===== config.mk =====
export PLATFORM = sky130hd
export DESIGN_NAME = display_source_scheduler
export DESIGN_NICKNAME = d
export VERILOG_FILES = /design/src/rtl/display_source_scheduler.sv
export SDC_FILE = /design/constraint.sdc
export NUM_CORES = 1
export LEC_CHECK = 0
export BUFFER_PORTS_ARGS = -buffer_cell sky130_fd_sc_hd__buf_4
export CORE_ASPECT_RATIO = 2
export CORE_UTILIZATION = 51
export CTS_CLUSTER_DIAMETER = 40
export DETAILED_ROUTE_END_ITERATION = 16
export PLACE_DENSITY = 0.79
export SYNTH_ARGS = -nofsm -noshare
export SYNTH_HDL_FRONTEND = slang
export SYNTH_SLANG_ARGS = --single-unit

===== constraint.sdc =====
create_clock -name clk -period 3.9 [get_ports clk]
set_input_delay 0.585 -clock clk [delete_from_list [all_inputs] [get_ports clk]]
set_output_delay 0.585 -clock clk [all_outputs]
set_load 0.02 [all_outputs]

===== src/rtl/display_source_scheduler.sv =====
// Time-shares the seven-segment display between NUM_SRC sources: dwell-timed rotation,
// manual switch override and (with SCHED_ALERT_EN defined) one-shot alert overrides.
module display_source_scheduler #(
  parameter int unsigned NUM_SRC      = 4,
  parameter int unsigned DWELL_CYCLES = 100_000_000,
  parameter int unsigned ALERT_CYCLES = 50_000_000
) (
  input  logic                   clk,
  input  logic                   reset,
  input  logic [NUM_SRC-1:0]     src_valid,
  input  logic [16*NUM_SRC-1:0]  src_data,
  input  logic [4*NUM_SRC-1:0]   src_dp,
  input  logic [NUM_SRC-1:0]     src_alert,
  input  logic                   manual_en,
  input  logic [1:0]             manual_sel,
  output logic [15:0]            disp_value,
  output logic [3:0]             disp_dp,
  output logic                   disp_en,
  output logic [1:0]             cur_src,
  output logic [NUM_SRC-1:0]     src_ack
);

  localparam int unsigned DW = $clog2(DWELL_CYCLES);
  localparam logic [DW-1:0] DwellLast = DW'(DWELL_CYCLES - 1);

`ifdef SCHED_ALERT_EN
  typedef enum logic [1:0] {StIdle, StShow, StAlert, StManual} state_e;
  localparam int unsigned AW = $clog2(ALERT_CYCLES);
  localparam logic [AW-1:0] AlertLast = AW'(ALERT_CYCLES - 1);
  logic [AW-1:0] alert_q, alert_d;
  logic [1:0]    saved_q, saved_d;
  logic [2:0]    alert_pick, saved_next;
`else
  typedef enum logic [1:0] {StIdle, StShow, StManual} state_e;
  localparam int unsigned unused_alert_cycles = ALERT_CYCLES;
  logic unused_alert;
  assign unused_alert = ^src_alert;
`endif

  state_e              state_q, state_d;
  logic [DW-1:0]       dwell_q, dwell_d;
  logic [1:0]          src_d;
  logic                en_d, load;
  logic [NUM_SRC-1:0]  ack_d;
  logic [2:0]          lo, nx;
  logic [16*NUM_SRC-1:0] data_sh;
  logic [4*NUM_SRC-1:0]  dp_sh;

  function automatic logic bit_of(input logic [NUM_SRC-1:0] v, input logic [1:0] i);
    logic [NUM_SRC-1:0] s;
    s = v >> i;
    return s[0];
  endfunction

  // {found, index} of the lowest set bit
  function automatic logic [2:0] lowest_set(input logic [NUM_SRC-1:0] v);
    logic [NUM_SRC-1:0] s;
    logic [2:0] r;
    r = '0;
    for (int i = NUM_SRC - 1; i >= 0; i--) begin
      s = v >> i;
      if (s[0]) r = {1'b1, 2'(i)};
    end
    return r;
  endfunction

  // {found, index} of the first set bit after cur, wrapping; cur itself is checked last
  function automatic logic [2:0] next_set(input logic [1:0] cur, input logic [NUM_SRC-1:0] v);
    logic [NUM_SRC-1:0] s;
    logic [2:0] r;
    int idx;
    r = '0;
    for (int k = NUM_SRC; k >= 1; k--) begin
      idx = (int'(cur) + k) % int'(NUM_SRC);
      s = v >> idx;
      if (s[0]) r = {1'b1, idx[1:0]};
    end
    return r;
  endfunction

  always_comb begin
    state_d = state_q;
    src_d   = cur_src;
    dwell_d = dwell_q;
    en_d    = disp_en;
    lo      = lowest_set(src_valid);
    nx      = next_set(cur_src, src_valid);
`ifdef SCHED_ALERT_EN
    alert_d    = alert_q;
    saved_d    = saved_q;
    alert_pick = lowest_set(src_alert);
    saved_next = next_set(saved_q, src_valid);
`endif
    if (manual_en) begin
      state_d = StManual;
      src_d   = manual_sel;
      en_d    = 32'(manual_sel) < NUM_SRC;
      dwell_d = '0;
`ifdef SCHED_ALERT_EN
      alert_d = '0;
`endif
    end else if (state_q == StManual) begin
      dwell_d = '0;
      if (bit_of(src_valid, manual_sel)) begin
        state_d = StShow;
        src_d   = manual_sel;
        en_d    = 1'b1;
      end else if (lo[2]) begin
        state_d = StShow;
        src_d   = lo[1:0];
        en_d    = 1'b1;
      end else begin
        state_d = StIdle;
        en_d    = 1'b0;
      end
`ifdef SCHED_ALERT_EN
    end else if (|src_alert) begin
      // Retargeting during an alert keeps the original pre-alert index
      if (state_q != StAlert) saved_d = cur_src;
      state_d = StAlert;
      src_d   = alert_pick[1:0];
      alert_d = '0;
      dwell_d = '0;
      en_d    = 1'b1;
`endif
    end else begin
      case (state_q)
        StIdle: begin
          en_d = 1'b0;
          if (lo[2]) begin
            state_d = StShow;
            src_d   = lo[1:0];
            dwell_d = '0;
            en_d    = 1'b1;
          end
        end
        StShow: begin
          if (!bit_of(src_valid, cur_src)) begin
            dwell_d = '0;
            if (nx[2]) begin
              src_d = nx[1:0];
            end else begin
              state_d = StIdle;
              en_d    = 1'b0;
            end
          end else if (dwell_q == DwellLast) begin
            dwell_d = '0;
            src_d   = nx[1:0];
          end else begin
            dwell_d = dwell_q + 1'b1;
          end
        end
`ifdef SCHED_ALERT_EN
        StAlert: begin
          if (alert_q == AlertLast) begin
            alert_d = '0;
            dwell_d = '0;
            if (bit_of(src_valid, saved_q)) begin
              state_d = StShow;
              src_d   = saved_q;
            end else if (saved_next[2]) begin
              state_d = StShow;
              src_d   = saved_next[1:0];
            end else begin
              state_d = StIdle;
              en_d    = 1'b0;
            end
          end else begin
            alert_d = alert_q + 1'b1;
          end
        end
`endif
        default: begin
          state_d = StIdle;
          en_d    = 1'b0;
        end
      endcase
    end

    // Ack whenever a source newly appears on an enabled display
    ack_d = '0;
    if (en_d && (!disp_en || src_d != cur_src)) ack_d = {{(NUM_SRC-1){1'b0}}, 1'b1} << src_d;

`ifdef SCHED_ALERT_EN
    load = en_d && (bit_of(src_valid, src_d) || state_d == StAlert);
`else
    load = en_d && bit_of(src_valid, src_d);
`endif
    data_sh = src_data >> (16 * int'(src_d));
    dp_sh   = src_dp >> (4 * int'(src_d));
  end

  always_ff @(posedge clk or posedge reset) begin
    if (reset) begin
      state_q    <= StIdle;
      dwell_q    <= '0;
      cur_src    <= '0;
      disp_en    <= 1'b0;
      disp_value <= '0;
      disp_dp    <= '0;
      src_ack    <= '0;
`ifdef SCHED_ALERT_EN
      alert_q    <= '0;
      saved_q    <= '0;
`endif
    end else begin
      state_q <= state_d;
      dwell_q <= dwell_d;
      cur_src <= src_d;
      disp_en <= en_d;
      src_ack <= ack_d;
      if (load) begin
        disp_value <= data_sh[15:0];
        disp_dp    <= dp_sh[3:0];
      end
`ifdef SCHED_ALERT_EN
      alert_q <= alert_d;
      saved_q <= saved_d;
`endif
    end
  end

endmodule

==> results.md <==
* Number of enable flip-flop cells after synthesis at 0
* Met3 usage at 4.39%
* WP data arrival at 3.73 ns
* Logic gate share of total power at 40.0%
* Max frequency at 282 MHz
* P_leak at 0.00230 uW
* # rows at 43
* Starting Density at 52.2%
* Wirelength, routed at 8580 microns
* Area grow syn2layout at 29.3%
* CTS tree: done
* Max-slew violation count at 0
* Core area at 6890 sq um
* RSZ-0062 raised after global routing: no
* CTS H-tree lvls at 2
* Worst setup path startpoint: dwell_q[11]
* Die width at 61.4 microns
* # Max-Cap Violations at 0
* Mapped Cells at 343
* Clock Skew at 0.0106 ns
* Proportion of netlist area held by the largest area contributor at 39.0%
* Die Area at 7410 sq um
* CTS-repair resized insts at 0
* Routing usage on met1 at 24.3%
* CTS Buffer Depth at 2
* Mapped cell area at 3590 sq um
* Reg2Reg Launch Point: dwell_q[11]
* Routed vias/inst at 5.69
* Int Pwr at 1370 uW
* Synth warnings at 0
* Relative slew slack at 58.2%
* Iter 0 DRT Violations at 107
* FF-to-FF End: disp_dp[1]
* R2R setup slack at 0.35 ns
* Largest net degree at the start of global routing at 36
* Net Sw Power at 661 uW
* Post-route ant nets at 0
* Num CTS Buffers at 5
* TritonRoute pass-1 iters at 4
* Prevailing post-synth register cell: dfrtp_1
* GRT Total Usage at 24.7%
* Grt peak-use layer: met2
* CTS sink cnt at 56
* Nets@finish at 543
* Unique masters post-synth at 53
* N_diodes at 0
* Hold buffer count at cts at 0
* Initial antenna violation count at 0
* Drt wl/cell at 15.9 microns
* # DRC at 0
* First-pass GRT wire length at 13,800 microns
* Critical Path Fanout Max at 20
* Worst setup path end: disp_dp[1]
* Power per cell area at 437 nW/um^2
* Setup TNS at 0 ns
* Async set-or-reset flop fraction in the synthesized netlist at 100%
* Tightest Pin Transition at 0.622 ns
* Util after Layout at 67.5%
* Clk network pwr share at 22.7%
* Reg2Reg Depth at 9
* Sw frac at 32.6%
* Sequential power share at 37.3%
* Min Tclk post-route at 3.55 ns
* Share of cells above drive strength 1 at 35.8%
* GRT overflow at 0
* Critical path class: reg -> reg
* Met2 global-route usage at 46.5%
* Sequential area share after synthesis at 39.0%
* Avg Inst Size Synth at 10.5 sq um
* CTS root buffer: clkbuf_16
* Post-DP HPWL at 6620 microns
* Final Hold Violating Endpoints at 0
* Port bufs at 115
* Crit share post-route at 90.9%
* Synth cell count leaders: mux2i_1, dfrtp_1, nor2_1
* Max VDD drop at 0.258 mV
* Top-count cell post-synth: mux2i_1
* Synth Register Bits at 56
* Vias in the first global route at 3,104
* Critical path startpoint category: register
* Data required, critical path at 4.08 ns
* Post-CTS Setup Inserts at 0
* Via count at 3,072
* Clock slew at reported path FFs at 0.08 ns
* Worst-Skew Late Latency at 0.30 ns
* Chip height at 121 microns
* I/O pin count at 120
* Worst Setup End Kind: register
* Top post-synthesis cells by area: dfrtp_1, mux2i_1, mux2_4, xor2_1, nor2_1
* Synth area leader: dfrtp_1
* Outcome: finished clean
* # setup viols final at 0
* Syn Nets at 437
* Placer Congestion at 0.830
* HP Class: in -> async
-- cell families after synthesis --
group / Yosys count / share of synthesized area [%]
AND/OR/NAND/NOR: 100 / 13.6
AO/OA/AOI/OAI: 53 / 10.8
flip-flops: 56 / 39.0
buffers and inverters: 30 / 4.87
multiplexers: 84 / 26.7
XOR/XNOR: 19 / 4.63
adder cells (fa/ha/maj): 1 / 0.348
-- power by group through the flow --
stage,clock [uW],sequential (uW),combinational [uW]
after global placement,0,764,800
final,461,758,812
after floorplan,0,876,405
after global routing,487,773,862
after detailed placement,0,761,820
after CTS,469,758,819
-- metal layers --
layer | share of wire [%] | vias to the layer above
met5 | 0 | -
met4 | 2.8 | 0
met3 | 3.6 | 20
met2 | 58 | 102
met1 | 36 | 1500
li1 | - | 1450
-- metrics by stage --
step | instances | hold slack (ns) | worst slack (ns) | total power, uW | area, sq um
floorplan | 343 | 0.484 | 0.834 | 1280 | 3590
CTS | 540 | 0.322 | 0.331 | 2050 | 4650
global placement | 532 | 0.492 | 0.405 | 1560 | 4500
finish | 540 | 0.306 | 0.354 | 2030 | 4650
detailed placement | 532 | 0.497 | 0.371 | 1580 | 4500
global route | 540 | 0.351 | 0.221 | 2120 | 4650
-- flip-flops by register name, summed over array words and instances, names as in the netlist --
signal / cells
disp_dp: 4
dwell_q: 27
state_q: 2
cur_src: 2
src_ack: 4
disp_en: 1
disp_value: 16
-- cell usage in the layout, fill, tap and decap left out, drive strengths merged, types with 3 or more instances in the layout --
| cell type | count |
|---|---|
| clkbuf | 6 |
| and3 | 5 |
| nand4 | 3 |
| buf | 120 |
| xnor2 | 4 |
| mux2 | 22 |
| dfrtp | 56 |
| nand3 | 13 |
| a21oi | 10 |
| a21boi | 3 |
| o2111ai | 3 |
| o21ai | 10 |
| nor2 | 33 |
| nand2 | 21 |
| a31oi | 4 |
| inv | 9 |
| xor2 | 15 |
| nor3 | 6 |
| or3 | 5 |
| a311oi | 3 |
| mux2i | 61 |
-- area by class of cell --
class	instances	area, sq um
repair buffers	120	926
multi-input cells	257	2020
well taps	90	113
inverters	9	33.8
flip-flops and latches	56	1400
fillers	611	2240
clock buffers	6	139
clock inverters	2	10.0
-- critical path, cell delays in order, from the launching register on --
cell and delay, ns:
dfrtp_1 0.43, or4b_1 0.54, or4_4 0.46, o31ai_1 0.24, a31oi_1 0.10, or3_2 0.72
nand2_1 0.23, a2bb2oi_4 0.17, buf_12 0.21, mux2_4 0.32
-- how the worst min path moves through the flow --
stage | from | endpoint | slack (ns) | depth (start not counted)
4_1_cts | reset | disp_value[7] | 0.32 | 2
6_report | reset | disp_value[7] | 0.31 | 2
3_5_place_dp | disp_value[15] | disp_value[15] | 0.50 | 1
5_1_grt | reset | disp_dp[2] | 0.35 | 2
3_3_place_gp | dwell_q[1] | dwell_q[1] | 0.49 | 1
2_1_floorplan | dwell_q[1] | dwell_q[1] | 0.48 | 1
(Power assumes the default switching activity.)
